<file path="src/rtl/mixer_pkg.sv">
// Shared types and constants for the band mixer: sample/gain/accumulator
// types, rounding shift, saturation limits and FSM states.
package mixer_pkg;

  localparam int GAIN_FRAC = 14;

  typedef logic signed [15:0] sample_t;
  typedef logic signed [15:0] gain_t;
  typedef logic signed [34:0] acc_t;

  localparam sample_t SAT_MAX = 16'sh7FFF;
  localparam sample_t SAT_MIN = 16'sh8000;

  typedef enum logic [1:0] {IDLE, MAC, SAT, HOLD} mixer_state_t;

endpackage

</file>
<file path="src/rtl/mix_round_sat.sv">
// Combinational round-half-up and saturation of the mixer accumulator
// down to one output sample, with a clip flag.
module mix_round_sat
  import mixer_pkg::*;
#(
  parameter int FRAC = GAIN_FRAC
) (
  input  acc_t    i_acc,
  output sample_t o_sample,
  output logic    o_clip
);

  acc_t w_rnd;
  acc_t w_r;

  // Adding half an LSB before the arithmetic shift gives round-half-up.
  assign w_rnd = i_acc + (acc_t'(1) <<< (FRAC - 1));
  assign w_r   = w_rnd >>> FRAC;

  always_comb begin
    o_sample = w_r[15:0];
    o_clip   = 1'b0;
    if (w_r > acc_t'(SAT_MAX)) begin
      o_sample = SAT_MAX;
      o_clip   = 1'b1;
    end else if (w_r < acc_t'(SAT_MIN)) begin
      o_sample = SAT_MIN;
      o_clip   = 1'b1;
    end
  end

endmodule

</file>
<file path="src/rtl/band_mixer.sv">
// Three-band gain mixer with one shared multiplier and valid/ready handshake.
// Optional clip counter enabled by defining MIXER_CLIP_COUNT_EN.
//
// state | meaning
// IDLE  | ready for a new sample set
// MAC   | one band product accumulated per cycle (low, mid, high)
// SAT   | round/saturate accumulator into output registers
// HOLD  | output valid, waiting for consumer
module band_mixer
  import mixer_pkg::*;
#(
  parameter int DATA_W    = 16,
  parameter int GAIN_W    = 16,
  parameter int GAIN_FRAC = 14
) (
  input  logic              clk,
  input  logic              reset,
  input  logic              in_valid,
  output logic              in_ready,
  input  logic [DATA_W-1:0] in_low,
  input  logic [DATA_W-1:0] in_mid,
  input  logic [DATA_W-1:0] in_high,
  input  logic [GAIN_W-1:0] g_low,
  input  logic [GAIN_W-1:0] g_mid,
  input  logic [GAIN_W-1:0] g_high,
`ifdef MIXER_CLIP_COUNT_EN
  input  logic              clip_clear,
  output logic [15:0]       clip_count,
`endif
  output logic              out_valid,
  input  logic              out_ready,
  output logic [DATA_W-1:0] out_sample,
  output logic              out_clip
);

  mixer_state_t r_state;
  logic [1:0]   r_idx;
  acc_t         r_acc;
  sample_t      r_smp_low, r_smp_mid, r_smp_high;
  gain_t        r_g_low, r_g_mid, r_g_high;
  logic         r_in_ready, r_out_valid, r_out_clip;
  sample_t      r_out_sample;

  sample_t            w_smp;
  gain_t              w_gain;
  logic signed [31:0] w_prod;
  sample_t            w_sat_sample;
  logic               w_sat_clip;

  always_comb begin
    w_smp  = r_smp_low;
    w_gain = r_g_low;
    case (r_idx)
      2'd1:    begin w_smp = r_smp_mid;  w_gain = r_g_mid;  end
      2'd2:    begin w_smp = r_smp_high; w_gain = r_g_high; end
      default: begin w_smp = r_smp_low;  w_gain = r_g_low;  end
    endcase
  end

  assign w_prod = 32'(w_smp) * 32'(w_gain);

  mix_round_sat #(.FRAC(GAIN_FRAC)) u_round_sat (
    .i_acc    (r_acc),
    .o_sample (w_sat_sample),
    .o_clip   (w_sat_clip)
  );

  always_ff @(posedge clk or negedge reset) begin
    if (!reset) begin
      r_state      <= IDLE;
      r_idx        <= 2'd0;
      r_acc        <= '0;
      r_smp_low    <= '0;
      r_smp_mid    <= '0;
      r_smp_high   <= '0;
      r_g_low      <= '0;
      r_g_mid      <= '0;
      r_g_high     <= '0;
      r_in_ready   <= 1'b1;
      r_out_valid  <= 1'b0;
      r_out_sample <= '0;
      r_out_clip   <= 1'b0;
    end else begin
      case (r_state)
        IDLE: begin
          if (in_valid) begin
            r_smp_low  <= in_low;
            r_smp_mid  <= in_mid;
            r_smp_high <= in_high;
            r_g_low    <= g_low;
            r_g_mid    <= g_mid;
            r_g_high   <= g_high;
            r_acc      <= '0;
            r_idx      <= 2'd0;
            r_in_ready <= 1'b0;
            r_state    <= MAC;
          end
        end
        MAC: begin
          r_acc <= r_acc + acc_t'(w_prod);
          if (r_idx == 2'd2) begin
            r_state <= SAT;
          end else begin
            r_idx <= r_idx + 2'd1;
          end
        end
        SAT: begin
          r_out_sample <= w_sat_sample;
          r_out_clip   <= w_sat_clip;
          r_out_valid  <= 1'b1;
          r_state      <= HOLD;
        end
        HOLD: begin
          if (out_ready) begin
            r_out_valid <= 1'b0;
            r_in_ready  <= 1'b1;
            r_state     <= IDLE;
          end
        end
        default: r_state <= IDLE;
      endcase
    end
  end

`ifdef MIXER_CLIP_COUNT_EN
  logic [15:0] r_clip_count;

  // Clear takes priority over a same-cycle increment; count sticks at max.
  always_ff @(posedge clk or negedge reset) begin
    if (!reset) begin
      r_clip_count <= '0;
    end else if (clip_clear) begin
      r_clip_count <= '0;
    end else if (r_state == SAT && w_sat_clip && r_clip_count != 16'hFFFF) begin
      r_clip_count <= r_clip_count + 16'd1;
    end
  end

  assign clip_count = r_clip_count;
`endif

  assign in_ready   = r_in_ready;
  assign out_valid  = r_out_valid;
  assign out_sample = r_out_sample;
  assign out_clip   = r_out_clip;

endmodule

</file>
<file path="config.mk">
export PLATFORM = sky130hd
export DESIGN_NAME = band_mixer
export DESIGN_NICKNAME = d
export VERILOG_FILES = /design/src/rtl/mixer_pkg.sv /design/src/rtl/mix_round_sat.sv /design/src/rtl/band_mixer.sv
export SDC_FILE = /design/constraint.sdc
export NUM_CORES = 1
export LEC_CHECK = 0
export CAP_MARGIN = 20
export CORE_UTILIZATION = 52
export CTS_CLUSTER_DIAMETER = 30
export DETAILED_ROUTE_END_ITERATION = 7
export GPL_TIMING_DRIVEN = 1
export PLACE_DENSITY = 0.8
export SYNTH_ARGS = -nofsm -noshare
export SYNTH_HDL_FRONTEND = slang
export SYNTH_SLANG_ARGS = --single-unit
</file>
<file path="constraint.sdc">
create_clock -name clk -period 16.8 [get_ports clk]
set_input_delay 5.04 -clock clk [delete_from_list [all_inputs] [get_ports clk]]
set_output_delay 5.04 -clock clk [all_outputs]
set_load 0.05 [all_outputs]
</file>
==> results of run 1 <==
[layer usage]
| layer | share of wire, % | vias up | wire length, µm | global-route usage, % |
|---|---|---|---|---|
| li1 | - | 5867 | - | - |
| met1 | 38 | 6817 | 16310 | 30.71 |
| met2 | 54 | 431 | 23260 | 45.74 |
| met3 | 5.8 | 97 | 2519 | 4.414 |
| met4 | 2.6 | 0 | 1136 | 9.088 |
| met5 | 0 | - | 0 | 0 |
[layout by cell type, fill, tap and decap left out, drive strengths merged, types with 5 or more instances in the layout]
cell type and count:
buf 22, and2 8, nand4 6, o211ai 5, nand3 7, o21bai 5
or2 6, clkinv 7, xor2 25, dfrtp 153, nand2b 11, a21o 14
a21oi 33, a22oi 32, ha 112, fa 310, nand2 193, xnor2 30
o22a 16, inv 379, o31ai 5, clkdlybuf4s50 117, clkbuf 18, a22o 8
nor2 177, o21a 21, mux2 96, o21ai 74
[state kept, by name, summed over array words and instances, names as in the netlist, 2 cells and up]
name	cells
r_state	2
r_smp_mid	16
r_idx	2
r_smp_high	16
out_sample	16
r_g_mid	16
r_g_high	16
r_acc	35
r_smp_low	16
r_g_low	16
[worst paths after layout]
path                          startpoint            end  slack, ns
setup / recovery                r_idx[0]      r_acc[34]       8.02
hold / removal             out_sample[2]  out_sample[2]       0.50
setup reg to reg                r_idx[0]      r_acc[34]       8.02
hold reg to reg            out_sample[2]  out_sample[2]       0.50
max in group asynchronous          reset   r_smp_low[7]      10.71
min in group asynchronous          reset       r_acc[4]       4.67
[cells in the mapped netlist (14+ instances only)]
master / n
clkbuf_1: 44
dfrtp_1: 153
xor2_1: 25
fa_1: 310
a22oi_1: 32
xnor2_1: 30
o21ai_0: 40
a21oi_1: 33
a21o_1: 14
inv_1: 372
o21ai_1: 32
ha_1: 112
mux2_2: 96
o22a_1: 16
nand2_1: 193
nor2_1: 168
o21a_1: 21
[worst reg2reg max path, stage by stage, from the launching register on]
cell and delay, ns:
dfrtp_1 0.43, inv_1 0.08, ha_2 0.67, a22oi_1 0.24, o21ai_1 0.69, nand2_1 0.21, inv_1 0.18, fa_1 0.55
fa_1 0.90, fa_1 0.53, fa_1 0.50, fa_1 0.50, inv_1 0.05, fa_1 0.48, inv_1 0.04, ha_1 0.36
nand2_1 0.14, nor3_1 0.31, nor4b_1 0.89, o21ai_2 0.23, o211ai_1 0.34, o31ai_1 0.12, xnor2_1 0.16, o21ai_1 0.07
[cells by family after synthesis]
kind of cell	after synthesis	share of synthesized area [%]
buffers and inverters	431	9.011
and+or+nand+nor	429	10.06
adders and majority gates	422	42.11
AOI/OAI and AO/OA	234	8.713
DFF	154	21.34
muxes	98	6.095
xor gates and xnor gates	55	2.667
[metrics by stage]
| step | setup slack (ns) | hold WS [ns] | utilization (%) |
|---|---|---|---|
| 6_report | 8.021 | 0.5016 | 59.99 |
| 5_1_grt | 7.705 | 0.5141 | 59.99 |
| 4_1_cts | 8.352 | 0.5048 | 59.99 |
| 3_5_place_dp | 8.369 | 0.4895 | 58.33 |
| 3_3_place_gp | 8.562 | 0.4828 | 58.33 |
| 2_1_floorplan | 9.251 | 0.4453 | - |
[area by class of cell]
type | count | area [µm²] | area share [%]
Multi-Input combinational cell | 1238 | 12600 | 62.02
Sequential cell | 154 | 3855 | 18.97
Inverter | 373 | 1400 | 6.891
Timing Repair Buffer | 139 | 1340 | 6.596
Tap cell | 448 | 560.5 | 2.759
Clock buffer | 18 | 429.2 | 2.112
Clock inverter | 14 | 132.6 | 0.6528
==> impl_results.html, run 1 <==
<table>
<tr><th>Metric</th><th>Value</th></tr>
<tr><th colspan="2">Worst setup path</th></tr>
<tr><td>Data required time at the worst endpoint</td><td>17.13 ns</td></tr>
<tr><td>Largest delay contributor family on the critical path</td><td>adder cells</td></tr>
<tr><td>Crit path max-delay cell type</td><td>fa_1</td></tr>
<tr><td>Type of element capturing the critical path</td><td>register</td></tr>
<tr><td>FF-to-FF path depth</td><td>23</td></tr>
<tr><td>Bufs and invs on worst path</td><td>4</td></tr>
<tr><td>Largest driver fanout on the critical path</td><td>34</td></tr>
<tr><td>Crit path largest cell delay</td><td>0.90 ns</td></tr>
<tr><td>Cell-by-cell trace of the critical path</td><td>inv_1 &gt; ha_2 &gt; a22oi_1 &gt; o21ai_1 &gt; nand2_1 &gt; inv_1 &gt; fa_1 &gt; fa_1 &gt; fa_1 &gt; fa_1 &gt; fa_1 &gt; inv_1 &gt; fa_1 &gt; inv_1 &gt; ha_1 &gt; nand2_1 &gt; nor3_1 &gt; nor4b_1 &gt; o21ai_2 &gt; o211ai_1 &gt; o31ai_1 &gt; xnor2_1 &gt; o21ai_1</td></tr>
<tr><td>Worst path arrival time</td><td>9.11 ns</td></tr>
<tr><td>Stages on the worst setup path</td><td>23</td></tr>
<tr><td>Dominant cell type by count on the critical path</td><td>fa_1</td></tr>
<tr><td>Startpoint-to-endpoint class of the critical path</td><td>reg2reg</td></tr>
<tr><td>CP startpoint kind</td><td>register</td></tr>
<tr><th colspan="2">STA</th></tr>
<tr><td>Max-slew headroom</td><td>28.91%</td></tr>
<tr><td>Count of final setup violators</td><td>0</td></tr>
<tr><td>Setup TNS after final layout</td><td>0 ns</td></tr>
<tr><td>Final slew viol count</td><td>0</td></tr>
<tr><td>Setup repair after global routing missed its margin</td><td>false</td></tr>
<tr><td>Max frequency</td><td>113.9 MHz</td></tr>
<tr><td>Hold Violations, Final</td><td>0</td></tr>
<tr><td>Tmin final</td><td>8.779 ns</td></tr>
<tr><td>Clock Skew</td><td>0.01336 ns</td></tr>
<tr><td>Slew @ Worst Pin</td><td>1.052 ns</td></tr>
<tr><td>Final worst-path cycle share</td><td>52.26%</td></tr>
<tr><th colspan="2">Hold path</th></tr>
<tr><td>Cell count of the worst hold path</td><td>1</td></tr>
<tr><td>Worst min-delay path category</td><td>reg2reg</td></tr>
<tr><th colspan="2">CTS</th></tr>
<tr><td>Total CTS buffers</td><td>17</td></tr>
<tr><td>Post-CTS Hold Buffers</td><td>0</td></tr>
<tr><td>Buffer depth of the longest clock path</td><td>2</td></tr>
<tr><td>Num Clock Sinks</td><td>154</td></tr>
<tr><td>Clock transition at the registers of the reported paths</td><td>0.07 ns</td></tr>
<tr><td>CTS tree</td><td>built</td></tr>
<tr><td>Resize count post-CTS</td><td>0</td></tr>
<tr><td>H-tree levels</td><td>4</td></tr>
<tr><td>Clock insertion delay at the later pin of the skew report</td><td>0.45 ns</td></tr>
<tr><td>Buffers inserted by post-CTS timing repair</td><td>0</td></tr>
<tr><td>Root Driver</td><td>clkbuf_16</td></tr>
<tr><th colspan="2">Detailed routing</th></tr>
<tr><td>Remaining antenna violation count after routing</td><td>0</td></tr>
<tr><td>Number of remaining DRC errors</td><td>0</td></tr>
<tr><td>Iteration-0 DRC count of the detailed router</td><td>1058</td></tr>
<tr><td>DR vias/cell</td><td>5.542</td></tr>
<tr><td>Aggregate routed wire length</td><td>43230 µm</td></tr>
<tr><td>Via count</td><td>13.21k</td></tr>
<tr><td>Number of search-and-repair iterations in the first detailed-routing pass</td><td>7</td></tr>
<tr><td>Wire length per cell after detailed routing</td><td>18.13 µm</td></tr>
<tr><th colspan="2">Synthesis</th></tr>
<tr><td>Synth top area share</td><td>34.35%</td></tr>
<tr><td>Post-Synthesis Cell Area</td><td>0.01806 mm²</td></tr>
<tr><td>Sequential cell area fraction in the yosys report</td><td>21.34%</td></tr>
<tr><td>Number of flops mapped to enable cells by yosys</td><td>0</td></tr>
<tr><td>Main synth FF type</td><td>dfrtp_1</td></tr>
<tr><td>Async S/R FF share, synth</td><td>100.0%</td></tr>
<tr><td>Most area-consuming cells after synthesis</td><td>fa_1, dfrtp_1, ha_1, inv_1, mux2_2</td></tr>
<tr><td>Number of unique standard cell types used by synthesis</td><td>61</td></tr>
<tr><td>#FFs+latches synth</td><td>154</td></tr>
<tr><td>Synthesized instance count</td><td>1823</td></tr>
<tr><td>Number of warnings printed during yosys synthesis</td><td>0</td></tr>
<tr><td>Cell taking the most area after synthesis</td><td>fa_1</td></tr>
<tr><td>Syn_nets</td><td>2345</td></tr>
<tr><td>Per-instance average area after synthesis</td><td>9.909 µm²</td></tr>
<tr><th colspan="2">Cells and area</th></tr>
<tr><td>Non-Filler Cell Area, Final</td><td>0.02032 mm²</td></tr>
<tr><td>Fraction of final layout cells sized beyond drive strength 1</td><td>9.194%</td></tr>
<tr><td>Syn-to-layout area delta</td><td>12.47%</td></tr>
<tr><td>Fillers</td><td>2773</td></tr>
<tr><td>Count of non-filler cells in the finished layout</td><td>2384</td></tr>
<tr><td>Total number of nets in the final design</td><td>2445</td></tr>
<tr><td>Number of antenna cells inserted</td><td>0</td></tr>
<tr><th colspan="2">Floorplan</th></tr>
<tr><td>Total I/O pin count</td><td>119</td></tr>
<tr><td>Floorplan die area</td><td>0.03549 mm²</td></tr>
<tr><td>Vertical extent of the die</td><td>188.4 µm</td></tr>
<tr><td>Std-Cell Rows</td><td>67</td></tr>
<tr><td>Die Width</td><td>188.4 µm</td></tr>
<tr><td>Core Footprint</td><td>0.03387 mm²</td></tr>
<tr><td>Starting density of the core</td><td>53.34%</td></tr>
<tr><th colspan="2">GRT</th></tr>
<tr><td>Largest net degree at the start of global routing</td><td>86</td></tr>
<tr><td>Total gr overflow</td><td>0</td></tr>
<tr><td>Vias in the first global route</td><td>14.15k</td></tr>
<tr><td>GRT Total Usage</td><td>25.49%</td></tr>
<tr><td>First-pass GRT wire length</td><td>70800 µm</td></tr>
<tr><td>Initial antenna violation count</td><td>0</td></tr>
<tr><th colspan="2">Outcome</th></tr>
<tr><td>Outcome</td><td>complete, no violations</td></tr>
<tr><th colspan="2">Flow run</th></tr>
<tr><td>Max-Cap Viols</td><td>0</td></tr>
<tr><th colspan="2">Place</th></tr>
<tr><td>Placed Area</td><td>0.01976 mm²</td></tr>
<tr><td># placed instances</td><td>2352</td></tr>
<tr><td>Total of buffers placed on input and output ports</td><td>118</td></tr>
<tr><td>Final Wtd Congestion</td><td>0.9394</td></tr>
<tr><td>Hpwl dp</td><td>34770 µm</td></tr>
</table>
Power of run 1 is left out: the tool's default activity adds up to more than one toggle a clock period on the data nets, which glitch-free logic cannot reach.
==> run 2, diff against run 1 <==
clock period = 8.97 ns   (was 16.8 ns; I/O delays follow)
==> run 2 against run 1 <==
Sequential share of layout area fell by 0.17 points. Clock skew rose by 0.00089 ns. Via count is 0.87% lower. Worst hold slack got worse by 0.0051 ns. Maximum frequency increased by 6.1%. Cell count is 0.38% higher. Core utilization grew 0.53 points. Wire length fell by 0.87%. Critical path type unchanged. Highest routed layer unchanged.
==> impl_results.html, run 2 (same netlist as run 1, synthesis figures left out) <==
<table>
<tr><th>Metric</th><th>Value</th></tr>
<tr><th colspan="2">Outcome</th></tr>
<tr><td>Outcome</td><td>complete, no violations</td></tr>
<tr><th colspan="2">Worst setup path</th></tr>
<tr><td>Crit path max-delay cell type</td><td>o21ai_1</td></tr>
<tr><td>Data required time at the worst endpoint</td><td>9.31 ns (-7.82 ns)</td></tr>
<tr><td>Startpoint-to-endpoint class of the critical path</td><td>reg2reg</td></tr>
<tr><td>CP startpoint kind</td><td>register</td></tr>
<tr><td>Worst path arrival time</td><td>8.62 ns (-0.49 ns)</td></tr>
<tr><td>Largest driver fanout on the critical path</td><td>20 (-41%)</td></tr>
<tr><td>Type of element capturing the critical path</td><td>register</td></tr>
<tr><td>Crit path largest cell delay</td><td>0.94 ns (+0.04 ns)</td></tr>
<tr><th colspan="2">CTS</th></tr>
<tr><td>H-tree levels</td><td>4 (unchanged)</td></tr>
<tr><td>Buffers inserted by post-CTS timing repair</td><td>0 (unchanged)</td></tr>
<tr><td>CTS tree</td><td>built</td></tr>
<tr><td>Total CTS buffers</td><td>17 (unchanged)</td></tr>
<tr><td>Num Clock Sinks</td><td>154 (unchanged)</td></tr>
<tr><td>Clock transition at the registers of the reported paths</td><td>0.07 ns (about the same)</td></tr>
<tr><td>Resize count post-CTS</td><td>0 (unchanged)</td></tr>
<tr><td>Buffer depth of the longest clock path</td><td>2 (unchanged)</td></tr>
<tr><td>Clock insertion delay at the later pin of the skew report</td><td>0.45 ns (about the same)</td></tr>
<tr><td>Root Driver</td><td>clkbuf_16</td></tr>
<tr><td>Post-CTS Hold Buffers</td><td>0 (unchanged)</td></tr>
<tr><th colspan="2">Place</th></tr>
<tr><td>Hpwl dp</td><td>34840 µm (+0.21%)</td></tr>
<tr><td>Final Wtd Congestion</td><td>0.9501 (+1.1%)</td></tr>
<tr><td>Worst setup timing slack at the placement stage</td><td>0.8623 ns (-7.507 ns)</td></tr>
<tr><td>Total of buffers placed on input and output ports</td><td>118 (unchanged)</td></tr>
<tr><th colspan="2">Hold path</th></tr>
<tr><td>Worst min-delay path category</td><td>reg2reg</td></tr>
<tr><th colspan="2">Cells and area</th></tr>
<tr><td>Number of antenna cells inserted</td><td>0 (unchanged)</td></tr>
<tr><td>Commonest cells after routing, fill and taps aside</td><td>inv_1, fa_1, nand2_1</td></tr>
<tr><td>Syn-to-layout area delta</td><td>13.46%</td></tr>
<tr><td>Largest register by flop count</td><td>r_acc</td></tr>
<tr><td>Number of flip-flops under the largest register name</td><td>35 (unchanged)</td></tr>
<tr><td>Total number of nets in the final design</td><td>2455 (+0.41%)</td></tr>
<tr><td>Leading cell type in the layout, fill and taps excluded</td><td>inv_1</td></tr>
<tr><td>Fraction of final layout cells sized beyond drive strength 1</td><td>9.614% (+0.42 points)</td></tr>
<tr><th colspan="2">STA</th></tr>
<tr><td>Slew @ Worst Pin</td><td>1.191 ns (+0.1395 ns)</td></tr>
<tr><td>Tmin final</td><td>8.277 ns (-0.5023 ns)</td></tr>
<tr><td>Max frequency</td><td>120.8 MHz (+6.1%)</td></tr>
<tr><td>Clock Skew</td><td>0.01424 ns (+0.0008871 ns)</td></tr>
<tr><td>Max-slew headroom</td><td>20.07% (-8.8 points)</td></tr>
<tr><td>Smallest setup slack after layout</td><td>0.6932 ns (-7.328 ns)</td></tr>
<tr><td>Setup repair after global routing missed its margin</td><td>false</td></tr>
<tr><td>Setup TNS after final layout</td><td>0 ns (unchanged)</td></tr>
<tr><td>Hold Violations, Final</td><td>0 (unchanged)</td></tr>
<tr><td>Final slew viol count</td><td>0 (unchanged)</td></tr>
<tr><td>Final worst-path cycle share</td><td>92.27% (+40 points)</td></tr>
<tr><td>Count of final setup violators</td><td>0 (unchanged)</td></tr>
<tr><th colspan="2">GRT</th></tr>
<tr><td>GRT Total Usage</td><td>25.58% (+0.089 points)</td></tr>
<tr><td>Total gr overflow</td><td>0 (unchanged)</td></tr>
<tr><td>Initial antenna violation count</td><td>0 (unchanged)</td></tr>
<tr><td>Vias in the first global route</td><td>14.12k (-0.23%)</td></tr>
<tr><td>Largest net degree at the start of global routing</td><td>92 (+7.0%)</td></tr>
<tr><td>First-pass GRT wire length</td><td>70800 µm (unchanged)</td></tr>
<tr><th colspan="2">Detailed routing</th></tr>
<tr><td>Number of search-and-repair iterations in the first detailed-routing pass</td><td>8 (+1)</td></tr>
<tr><td>Remaining antenna violation count after routing</td><td>0 (unchanged)</td></tr>
<tr><td>Iteration-0 DRC count of the detailed router</td><td>716 (-32%)</td></tr>
<tr><td>Number of remaining DRC errors</td><td>0 (unchanged)</td></tr>
<tr><td>Aggregate routed wire length</td><td>42860 µm (-0.87%)</td></tr>
<tr><td>Wire length per cell after detailed routing</td><td>17.91 µm (-1.2%)</td></tr>
<tr><td>Via count</td><td>13.10k (-0.87%)</td></tr>
<tr><td>DR vias/cell</td><td>5.473 (-1.2%)</td></tr>
<tr><th colspan="2">Floorplan</th></tr>
<tr><td>Floorplan die area</td><td>0.03549 mm² (unchanged)</td></tr>
<tr><td>Total I/O pin count</td><td>119 (unchanged)</td></tr>
<tr><td>Vertical extent of the die</td><td>188.4 µm (unchanged)</td></tr>
<tr><td>Std-Cell Rows</td><td>67 (unchanged)</td></tr>
<tr><td>Starting density of the core</td><td>53.34% (unchanged)</td></tr>
<tr><td>Die Width</td><td>188.4 µm (unchanged)</td></tr>
<tr><td>Core Footprint</td><td>0.03387 mm² (unchanged)</td></tr>
<tr><th colspan="2">Flow run</th></tr>
<tr><td>Max-Cap Viols</td><td>0 (unchanged)</td></tr>
</table>
-- run 2: metal layers --
layer,vias to the layer above,GRT usage [%],part of all wire (%)
met5,-,0,0
met4,0,10.48,3.5
met1,6718,31.17,38
met2,391,45.44,53
li1,5891,-,-
met3,97,3.669,5.6
-- run 2: worst paths after layout --
kind	to	slack [ns]	from	depth (start not counted)
worst max-delay path	r_acc[33]	0.69	r_idx[1]	28
worst min-delay path	out_sample[11]	0.50	out_sample[11]	1
worst max register to register	r_acc[33]	0.69	r_idx[1]	28
worst min register to register	out_sample[11]	0.50	out_sample[11]	1
max in group asynchronous	r_smp_high[5]	5.22	reset	2
min in group asynchronous	r_state[0]	2.28	reset	1
-- run 2: area by class of cell --
class / count / area [µm²]
Fill cell: 2764 / 13370
Multi-Input combinational cell: 1238 / 12600
Sequential cell: 154 / 3855
Timing Repair Buffer: 149 / 1435
Inverter: 373 / 1400
Tap cell: 448 / 560.5
Clock buffer: 18 / 439.2
Clock inverter: 13 / 211.5
-- run 2: worst max-delay path: cells and delay by family (launching register included) --
family	cells	cell delay, ns
compound gates	9	2.47
fa+ha+maj	8	3.67
buf+inv	8	1.08
flops	1	0.40
simple gates	3	0.54
-- run 2: through the flow --
stage                     cell area, µm²  hold slack (ns)  util [%]  instances
after floorplan                    18060           0.4453         -       1823
after global placement             19810           0.4816     58.50       2360
after detailed placement           19810           0.4866     58.50       2360
after CTS                          20460           0.5008     60.42       2391
after global routing               20500           0.5152     60.52       2393
final                              20500           0.4966     60.52       2393
Power of run 2 is left out for the same reason.
==> run 3, diff against run 2 <==
CORE_UTILIZATION = 45   (was 52)
PLACE_DENSITY = 0.71   (was 0.8)
==> run 3 against run 2 <==
Critical path depth fell by 4. Final area rose by 0.59%. Wire length rose by 4.7%. Via count rose by 0.97%. First-iteration DRC count fell by 5.7%. Critical endpoint unchanged. Sequential share of layout area fell by 0.11 points. Die area rose by 15%. Maximum frequency fell by 1.3%. Largest cell class unchanged.
==> impl_results.html, run 3 (same netlist as run 1, synthesis figures left out) <==
<table>
<tr><th>Metric</th><th>Value</th></tr>
<tr><th colspan="2">Outcome</th></tr>
<tr><td>Outcome</td><td>complete, no violations</td></tr>
<tr><th colspan="2">STA</th></tr>
<tr><td>Final worst-path cycle share</td><td>93.53% (+1.3 points)</td></tr>
<tr><td>Tmin final</td><td>8.389 ns (+0.1124 ns)</td></tr>
<tr><td>Count of final setup violators</td><td>0 (unchanged)</td></tr>
<tr><td>Smallest setup slack after layout</td><td>0.5808 ns (-0.1124 ns)</td></tr>
<tr><td>Setup TNS after final layout</td><td>0 ns (unchanged)</td></tr>
<tr><td>Setup repair after global routing missed its margin</td><td>false</td></tr>
<tr><td>Max-slew headroom</td><td>30.18% (+10 points)</td></tr>
<tr><td>Hold Violations, Final</td><td>0 (unchanged)</td></tr>
<tr><td>Min Hold Slack</td><td>0.5017 ns (+0.005144 ns)</td></tr>
<tr><td>Final slew viol count</td><td>0 (unchanged)</td></tr>
<tr><td>Clock Skew</td><td>0.01755 ns (+0.003306 ns)</td></tr>
<tr><td>Slew @ Worst Pin</td><td>1.040 ns (-0.1508 ns)</td></tr>
<tr><td>Max frequency</td><td>119.2 MHz (-1.3%)</td></tr>
<tr><th colspan="2">GRT</th></tr>
<tr><td>Largest net degree at the start of global routing</td><td>88 (-4.3%)</td></tr>
<tr><td>Total gr overflow</td><td>0 (unchanged)</td></tr>
<tr><td>Vias in the first global route</td><td>14.38k (+1.8%)</td></tr>
<tr><td>GRT Total Usage</td><td>23.46% (-2.1 points)</td></tr>
<tr><td>Initial antenna violation count</td><td>0 (unchanged)</td></tr>
<tr><td>First-pass GRT wire length</td><td>74520 µm (+5.3%)</td></tr>
<tr><th colspan="2">Worst setup path</th></tr>
<tr><td>Worst path arrival time</td><td>8.74 ns (+0.12 ns)</td></tr>
<tr><td>Startpoint-to-endpoint class of the critical path</td><td>reg2reg</td></tr>
<tr><td>Dominant cell type by count on the critical path</td><td>fa_1</td></tr>
<tr><td>Largest driver fanout on the critical path</td><td>58 (+190%)</td></tr>
<tr><td>Type of element capturing the critical path</td><td>register</td></tr>
<tr><td>Largest delay contributor family on the critical path</td><td>adder cells</td></tr>
<tr><td>Bufs and invs on worst path</td><td>4 (-4)</td></tr>
<tr><td>Data required time at the worst endpoint</td><td>9.32 ns (about the same)</td></tr>
<tr><td>CP startpoint kind</td><td>register</td></tr>
<tr><td>Crit path max-delay cell type</td><td>ha_2</td></tr>
<tr><td>Crit path largest cell delay</td><td>0.95 ns (about the same)</td></tr>
<tr><td>Cell-by-cell trace of the critical path</td><td>inv_1 &gt; ha_2 &gt; nand2_1 &gt; o21a_1 &gt; or2_2 &gt; fa_1 &gt; inv_1 &gt; fa_1 &gt; fa_1 &gt; fa_1 &gt; fa_1 &gt; inv_1 &gt; fa_1 &gt; inv_1 &gt; ha_1 &gt; a21o_1 &gt; a21o_1 &gt; a21oi_1 &gt; nor3b_1 &gt; nor3b_1 &gt; o31ai_1 &gt; a21oi_1 &gt; nor4b_1 &gt; a211o_1</td></tr>
<tr><th colspan="2">Detailed routing</th></tr>
<tr><td>Via count</td><td>13.22k (+0.97%)</td></tr>
<tr><td>Remaining antenna violation count after routing</td><td>0 (unchanged)</td></tr>
<tr><td>DR vias/cell</td><td>5.332 (-2.6%)</td></tr>
<tr><td>Number of search-and-repair iterations in the first detailed-routing pass</td><td>6 (-2)</td></tr>
<tr><td>Iteration-0 DRC count of the detailed router</td><td>675 (-5.7%)</td></tr>
<tr><td>Number of remaining DRC errors</td><td>0 (unchanged)</td></tr>
<tr><td>Aggregate routed wire length</td><td>44850 µm (+4.7%)</td></tr>
<tr><td>Wire length per cell after detailed routing</td><td>18.08 µm (+0.98%)</td></tr>
<tr><th colspan="2">Floorplan</th></tr>
<tr><td>Vertical extent of the die</td><td>202.4 µm (+7.4%)</td></tr>
<tr><td>Die Width</td><td>202.4 µm (+7.4%)</td></tr>
<tr><td>Floorplan die area</td><td>0.04095 mm² (+15%)</td></tr>
<tr><td>Core Footprint</td><td>0.03964 mm² (+17%)</td></tr>
<tr><td>Std-Cell Rows</td><td>73 (+9.0%)</td></tr>
<tr><td>Starting density of the core</td><td>45.57% (-7.8 points)</td></tr>
<tr><td>Total I/O pin count</td><td>119 (unchanged)</td></tr>
<tr><th colspan="2">Place</th></tr>
<tr><td>Worst setup timing slack at the placement stage</td><td>0.4060 ns (-0.4563 ns)</td></tr>
<tr><td>Placed Area</td><td>0.01998 mm² (+0.83%)</td></tr>
<tr><td>Hpwl dp</td><td>36480 µm (+4.7%)</td></tr>
<tr><td>Final Wtd Congestion</td><td>0.9388 (-1.2%)</td></tr>
<tr><td>Total of buffers placed on input and output ports</td><td>118 (unchanged)</td></tr>
<tr><th colspan="2">Cells and area</th></tr>
<tr><td>Leading cell type in the layout, fill and taps excluded</td><td>inv_1</td></tr>
<tr><td>Syn-to-layout area delta</td><td>14.14%</td></tr>
<tr><td>Fraction of final layout cells sized beyond drive strength 1</td><td>10.03% (+0.41 points)</td></tr>
<tr><td>Largest register by flop count</td><td>r_acc</td></tr>
<tr><td>Non-Filler Cell Area, Final</td><td>0.02062 mm² (+0.59%)</td></tr>
<tr><td>Number of antenna cells inserted</td><td>0 (unchanged)</td></tr>
<tr><td>Number of flip-flops under the largest register name</td><td>35 (unchanged)</td></tr>
<tr><td>Total number of nets in the final design</td><td>2464 (+0.37%)</td></tr>
<tr><td>Commonest cells after routing, fill and taps aside</td><td>inv_1, fa_1, nand2_1</td></tr>
<tr><th colspan="2">CTS</th></tr>
<tr><td>CTS tree</td><td>built</td></tr>
<tr><td>Clock insertion delay at the later pin of the skew report</td><td>0.47 ns (+0.02 ns)</td></tr>
<tr><td>Post-CTS Hold Buffers</td><td>0 (unchanged)</td></tr>
<tr><td>Buffers inserted by post-CTS timing repair</td><td>0 (unchanged)</td></tr>
<tr><td>Resize count post-CTS</td><td>0 (unchanged)</td></tr>
<tr><td>Num Clock Sinks</td><td>154 (unchanged)</td></tr>
<tr><td>Root Driver</td><td>clkbuf_16</td></tr>
<tr><td>H-tree levels</td><td>4 (unchanged)</td></tr>
<tr><td>Buffer depth of the longest clock path</td><td>2 (unchanged)</td></tr>
<tr><td>Total CTS buffers</td><td>17 (unchanged)</td></tr>
<tr><td>Clock transition at the registers of the reported paths</td><td>0.07 ns (about the same)</td></tr>
<tr><th colspan="2">Flow run</th></tr>
<tr><td>Max-Cap Viols</td><td>0 (unchanged)</td></tr>
<tr><th colspan="2">Hold path</th></tr>
<tr><td>Worst min-delay path category</td><td>reg2reg</td></tr>
</table>
[run 3: cell count changes in the layout (fill, tap and decap cells not counted), sizes merged]
cell      previous run  this run
clkinvlp             0         2
buf                 32        41
bufinv               4         2
inv                377       380
clkinv               5         3
[run 3: cell type report]
cell class / count / area (µm²)
clock buffer: 18 / 429.2
clock inverter: 14 / 181.4
fill: 3553 / 19020
inverter: 373 / 1400
multi-input combinational: 1238 / 12600
sequential: 154 / 3855
tap: 525 / 656.9
timing repair buffer: 158 / 1500
[run 3: layer usage]
layer,global-route usage (%),vias to the layer above,wire length (µm)
met5,0,-,0
met4,9.855,0,1616
met3,4.579,94,2604
met2,39.08,376,22610
met1,29.84,6847,18020
li1,-,5907,-
[run 3: final timing paths]
check                              startpoint  cells past startpoint       endpoint  slack [ns]
max in group asynchronous               reset                      3    r_g_low[11]        5.65
worst max-delay path                 r_idx[0]                     24      r_acc[33]        0.58
worst min-delay path            out_sample[1]                      1  out_sample[1]        0.50
min in group asynchronous               reset                      1       r_acc[3]        2.21
worst max register to register       r_idx[0]                     24      r_acc[33]        0.58
worst min register to register  out_sample[1]                      1  out_sample[1]        0.50
[run 3: stage by stage]
step	util (%)	instances
floorplan	-	1823
global placement	50.39	2446
detailed placement	50.39	2446
CTS	51.93	2478
global route	52.01	2480
finish	52.01	2480
Power of run 3 is left out for the same reason.
